[src/rtl/hazard_scoreboard.sv]
// Decode-stage hazard controller: lw load-use interlock plus a one-entry scoreboard for multi-cycle mult/div.
// Optional stall statistics counters are built when STALL_STATS_EN is defined.
module hazard_scoreboard #(
    parameter int REG_ADDR_W = 5,
    parameter int MD_TIMEOUT = 40,
    parameter int CNT_W      = 6,
    parameter int STAT_W     = 32
) (
    input  logic                  clock,
    input  logic                  reset,
    input  logic [31:0]           fd_insn,
    input  logic [31:0]           dx_insn,
    input  logic                  dx_valid,
    input  logic                  flush,
    input  logic                  md_ready,
    output logic                  stall,
    output logic                  md_busy,
    output logic [REG_ADDR_W-1:0] md_pending_rd,
    output logic                  md_timeout
`ifdef STALL_STATS_EN
    ,
    output logic [STAT_W-1:0]     stat_load_use,
    output logic [STAT_W-1:0]     stat_md
`endif
);

    localparam logic [4:0] OP_RTYPE = 5'b00000;
    localparam logic [4:0] OP_BNE   = 5'b00010;
    localparam logic [4:0] OP_JAL   = 5'b00011;
    localparam logic [4:0] OP_JR    = 5'b00100;
    localparam logic [4:0] OP_ADDI  = 5'b00101;
    localparam logic [4:0] OP_BLT   = 5'b00110;
    localparam logic [4:0] OP_SW    = 5'b00111;
    localparam logic [4:0] OP_LW    = 5'b01000;
    localparam logic [4:0] OP_SETX  = 5'b10101;
    localparam logic [4:0] ALU_MUL  = 5'b00110;
    localparam logic [4:0] ALU_DIV  = 5'b00111;

    localparam logic [0:0] ST_IDLE = 1'b0;
    localparam logic [0:0] ST_BUSY = 1'b1;

    localparam logic [REG_ADDR_W-1:0] REG_ZERO = {REG_ADDR_W{1'b0}};
    localparam logic [CNT_W-1:0]      CNT_LAST = CNT_W'(MD_TIMEOUT - 1);
    localparam logic [CNT_W-1:0]      CNT_MAX  = {CNT_W{1'b1}};

    function automatic logic is_muldiv(input logic [31:0] insn);
        return (insn[31:27] == OP_RTYPE) &&
               ((insn[6:2] == ALU_MUL) || (insn[6:2] == ALU_DIV));
    endfunction

    // sw_bypass drops the sw data register from the source set (it is forwarded at M).
    function automatic logic reads_reg(input logic [31:0] insn,
                                       input logic [REG_ADDR_W-1:0] r,
                                       input logic sw_bypass);
        logic rs_used;
        logic rt_used;
        logic rd_used;
        rs_used = 1'b0;
        rt_used = 1'b0;
        rd_used = 1'b0;
        case (insn[31:27])
            OP_RTYPE: begin
                rs_used = 1'b1;
                rt_used = 1'b1;
            end
            OP_ADDI, OP_LW: rs_used = 1'b1;
            OP_SW: begin
                rs_used = 1'b1;
                rd_used = !sw_bypass;
            end
            OP_BNE, OP_BLT: begin
                rs_used = 1'b1;
                rd_used = 1'b1;
            end
            OP_JR: rd_used = 1'b1;
            default: rs_used = 1'b0;
        endcase
        return (r != REG_ZERO) &&
               ((rs_used && (insn[17 +: REG_ADDR_W] == r)) ||
                (rt_used && (insn[12 +: REG_ADDR_W] == r)) ||
                (rd_used && (insn[22 +: REG_ADDR_W] == r)));
    endfunction

    function automatic logic writes_reg(input logic [31:0] insn,
                                        input logic [REG_ADDR_W-1:0] r);
        logic hit;
        case (insn[31:27])
            OP_RTYPE, OP_ADDI, OP_LW: hit = (insn[22 +: REG_ADDR_W] == r);
            OP_JAL:                   hit = (r == REG_ADDR_W'(31));
            OP_SETX:                  hit = (r == REG_ADDR_W'(30));
            default:                  hit = 1'b0;
        endcase
        return (r != REG_ZERO) && hit;
    endfunction

    logic [0:0]            state_r;
    logic [0:0]            state_nx_s;
    logic [REG_ADDR_W-1:0] pend_r;
    logic [REG_ADDR_W-1:0] pend_nx_s;
    logic [CNT_W-1:0]      cnt_r;
    logic [CNT_W-1:0]      cnt_nx_s;
    logic                  timeout_r;
    logic                  timeout_nx_s;

    logic [REG_ADDR_W-1:0] dx_rd_s;
    logic                  load_use_s;
    logic                  md_hit_s;
    logic                  issue_s;
    logic                  busy_s;

    assign dx_rd_s    = dx_insn[22 +: REG_ADDR_W];
    assign busy_s     = (state_r == ST_BUSY);
    assign load_use_s = dx_valid && (dx_insn[31:27] == OP_LW) && (dx_rd_s != REG_ZERO) &&
                        reads_reg(fd_insn, dx_rd_s, 1'b1);
    // Scoreboard term looks only at registered state, so md_ready takes effect one cycle late.
    assign md_hit_s   = busy_s && (reads_reg(fd_insn, pend_r, 1'b0) ||
                                   writes_reg(fd_insn, pend_r) ||
                                   is_muldiv(fd_insn));
    assign stall      = !reset && (load_use_s || md_hit_s);
    assign issue_s    = dx_valid && !flush && !stall && is_muldiv(dx_insn) && (dx_rd_s != REG_ZERO);

    assign md_busy       = busy_s;
    assign md_pending_rd = pend_r;
    assign md_timeout    = timeout_r;

    // Scoreboard next-state: allocate on issue, retire on writeback or watchdog expiry.
    always_comb begin
        state_nx_s   = state_r;
        pend_nx_s    = pend_r;
        cnt_nx_s     = cnt_r;
        timeout_nx_s = timeout_r;
        case (state_r)
            ST_IDLE: begin
                if (issue_s) begin
                    state_nx_s = ST_BUSY;
                    pend_nx_s  = dx_rd_s;
                    cnt_nx_s   = {CNT_W{1'b0}};
                end else begin
                    state_nx_s = ST_IDLE;
                end
            end
            ST_BUSY: begin
                if (md_ready) begin
                    state_nx_s = ST_IDLE;
                    pend_nx_s  = REG_ZERO;
                end else if (cnt_r == CNT_LAST) begin
                    state_nx_s   = ST_IDLE;
                    pend_nx_s    = REG_ZERO;
                    timeout_nx_s = 1'b1;
                end else if (cnt_r != CNT_MAX) begin
                    cnt_nx_s = cnt_r + CNT_W'(1);
                end else begin
                    cnt_nx_s = cnt_r;
                end
            end
            default: begin
                state_nx_s = ST_IDLE;
                pend_nx_s  = REG_ZERO;
            end
        endcase
    end

    // Scoreboard state registers.
    always_ff @(posedge clock) begin
        if (reset) begin
            state_r   <= ST_IDLE;
            pend_r    <= REG_ZERO;
            cnt_r     <= {CNT_W{1'b0}};
            timeout_r <= 1'b0;
        end else begin
            state_r   <= state_nx_s;
            pend_r    <= pend_nx_s;
            cnt_r     <= cnt_nx_s;
            timeout_r <= timeout_nx_s;
        end
    end

`ifdef STALL_STATS_EN
    // Stall cycle counters; a cycle with both causes bumps both.
    always_ff @(posedge clock) begin
        if (reset) begin
            stat_load_use <= {STAT_W{1'b0}};
            stat_md       <= {STAT_W{1'b0}};
        end else begin
            if (load_use_s) begin
                stat_load_use <= stat_load_use + STAT_W'(1);
            end else begin
                stat_load_use <= stat_load_use;
            end
            if (md_hit_s) begin
                stat_md <= stat_md + STAT_W'(1);
            end else begin
                stat_md <= stat_md;
            end
        end
    end
`endif

endmodule

[config.mk]
export PLATFORM = sky130hd
export DESIGN_NAME = hazard_scoreboard
export DESIGN_NICKNAME = d
export VERILOG_FILES = /design/src/rtl/hazard_scoreboard.sv
export SDC_FILE = /design/constraint.sdc
export NUM_CORES = 1
export LEC_CHECK = 0
export ABC_AREA = 1
export CAP_MARGIN = 10
export CELL_PAD_IN_SITES_DETAIL_PLACEMENT = 1
export CELL_PAD_IN_SITES_GLOBAL_PLACEMENT = 2
export CORE_MARGIN = 3
export CORE_UTILIZATION = 20
export DETAILED_ROUTE_END_ITERATION = 12
export HOLD_SLACK_MARGIN = 0.15
export PLACE_DENSITY = 0.87
export SYNTH_ARGS = -nofsm -noshare
export SYNTH_HDL_FRONTEND = slang
export SYNTH_SLANG_ARGS = --single-unit
[constraint.sdc]
create_clock -name clock -period 2.5 [get_ports clock]
set_input_delay 0.5 -clock clock [delete_from_list [all_inputs] [get_ports clock]]
set_output_delay 0.5 -clock clock [all_outputs]
set_load 0.02 [all_outputs]
==> flow_summary.toml <==
[cts]
path_clk_slew_ps = 60
cts_tree = "built"
clock-sinks = 13
hold_buffers = 0
numCtsBuffers = 3
root_buffer = "clkbuf_8"
clockBufferDepth = 2
h-tree-depth = 1
clk_latency_ps = 240

[logic_synthesis]
yosysSeqAreaShare_pct = 17.9
synth_area_um2 = 1450
ys_types = 31
syn_nets = 324
postSynthAreaPerCell_um2 = 5.71
synth-seq-cells = 13
syn-instance-count = 254
yosysWarningCount = 0

[run]
drv_cap = 0

[layout]
n_antenna_cell = 0
area.growth.synth_to_final_pct = 68.7
fin_nets = 415
drive_above_1_share_pct = 29.9
final_cells = 440

[die]
core_um2 = 6910
die_x_um = 91.2
start_util_pct = 21.0
die_h_um = 91.2
rows = 30
dieArea_um2 = 8310
ios = 77

[grt]
antenna_found_initial = 0
grt_pass1_vias = 2060
grt_util_all_layers_pct = 13.8
grt_first_pass_wirelength_um = 9430
grt_max_degree = 11
gr-total-overflow = 0

[min_path]
min_from = "md_timeout"
hold_depth = 2
holdCritPathClass = "flop to flop"
holdPathEnd = "md_timeout"

[status]
outcome = "complete, no violations"

[sta]
fin_crit_ps = 2400
slew_viol_final = 0
fin_worst_skew_ps = 0.865
fin_crit_sh_pct = 95.9
setup-violations-final = 0
setup_tns_ps = 0
holdWs_ps = 465
worst_pin_slew_ps = 374
clock.fmax_ghz = 0.417
layout_setup_ws_ps = 102
maxSlewHeadroom_pct = 74.8
hold_viol_final = 0

[worst_setup_path]
rr_worst_depth = 20
required_ps = 2000
end_kind = "primary output"
rr_startpoint = "md_pending_rd[1]"
start_kind = "input pin"
crit_arrival_ps = 1900
rrSetupSlack_ps = 350
r2r-end = "md_pending_rd[0]"
path_class = "input pin to primary output"
cp_max_fo = 5

[drt]
vias = 1911
post_drt_wl_per_cell_um = 13.0
first_pass_iters = 4
initialDrtViolationCount = 34
post-route-drc-count = 0
drt-total-wl_um = 5700
final_antenna_net_count = 0
viasPerCell = 4.34

[pwr]
power_mw = 0.581
powerDensity_nw_per_um2 = 238
pwr-share-clk_pct = 32.7
switchingPower_mw = 0.161
combPwrFrac_pct = 31.7
p_int_mw = 0.420
p_leak_nw = 1.12
irDropWorstVdd_mv = 0.179
sw_frac_of_total_pct = 27.7
seqPwrFrac_pct = 35.7

[placed_design]
dp_hpwl_um = 4730
dp_cells = 431
gp_congestion = 0.840
numPortBuffers = 50
dp_slack_ps = -688
==> through the flow <==
stage	instance area, um2	utilization (%)
finish	2450	35.4
global route	2450	35.4
CTS	2380	34.5
detailed placement	2310	33.5
global placement	2310	33.5
floorplan	1450	-
==> synth_stat cells, drive strengths merged <==
cell type  number  area share [%]
or2             1            0.43
nand3          19             7.4
nor4            1            0.43
clkbuf          1            0.26
inv            40              10
nor4b           1            0.60
o21ai           7             2.7
a21oi          14             6.1
buf             7             3.3
o21bai          1            0.52
dfxtp          13              18
xor2            9             5.4
nor2           34             9.3
nor3            8             3.1
nor3b           1            0.52
nand4           6             2.6
nand2          79              22
o211ai          1            0.52
ha              1            0.86
nand3b          1            0.52
xnor2           9             5.4
==> worst max path at each step <==
stage	start	end	slack (ps)	cells past startpoint
after detailed placement	fd_insn[27]	stall	-690	13
after floorplan	dx_insn[23]	stall	450	9
final	fd_insn[31]	stall	100	13
after CTS	fd_insn[27]	stall	4	15
after global placement	dx_insn[25]	stall	-630	11
after global routing	fd_insn[31]	stall	-2	13
==> worst max-delay path: stages <==
cell	delay, ps
dlygate4sd2_1	240
inv_2	110
nand3_4	100
nor2_4	160
buf_6	110
buf_4	90
nand4_1	110
nand2_1	100
nand2_1	70
nand2_2	90
nand2_2	60
inv_2	50
buf_6	100
==> timing repair <==
action	4_1_cts	5_1_grt
setup endpoints to repair	1	13
setup buffers	4	2
endpoints found under the hold margin	0	0
pin swaps	10	19
resized for setup	38	35
gates cloned	0	0
==> area by class of cell <==
class | count | area, um2
Fill cell | 937 | 4460
Sequential cell | 13 | 265
Multi-Input combinational cell | 193 | 1060
Tap cell | 96 | 120
Clock buffer | 4 | 45.0
Inverter | 40 | 150
Timing Repair Buffer | 94 | 802
==> layout by cell type, fill, tap and decap left out, types with 3 or more instances in the layout <==
master	n
dlygate4sd2_1	15
a21oi_2	5
clkbuf_8	3
nand2_2	10
inv_1	28
nand3_1	16
a21oi_1	9
xor2_1	9
dfxtp_1	9
dfxtp_2	4
nor2_1	23
nand2_1	67
clkdlybuf4s15_1	4
o21ai_0	4
nand4_1	6
inv_2	12
clkdlybuf4s50_1	24
nor2_2	10
buf_4	43
xnor2_1	9
clkbuf_2	4
nor3_1	6
==> logic make-up after synthesis <==
group,after synthesis,share of synthesized area [%]
simple gates,151,46.6
buf+inv,48,13.9
compound gates,23,9.84
xor+xnor,18,10.9
flops,13,17.9
fa+ha+maj,1,0.863
==> flip-flops by register name (all words and copies together), names as in the netlist <==
signal	flops
md_busy	1
md_pending_rd	5
md_timeout	1
cnt_r	6
==> layer usage <==
layer,track usage (%),vias up,share of wire (%)
li1,-,968,-
met1,16.4,891,44
met2,25.9,40,51
met3,1.24,12,2.7
met4,4.02,0,2.4
met5,0,-,0
==> power by group through the flow <==
stage	logic [mW]	clock network, mW	registers, mW
2_1_floorplan	0.0700	0	0.212
3_3_place_gp	0.184	0	0.212
3_5_place_dp	0.187	0	0.212
4_1_cts	0.179	0.199	0.207
5_1_grt	0.202	0.206	0.207
6_report	0.184	0.190	0.207
Note: power is estimated with default switching activity, not from simulation.
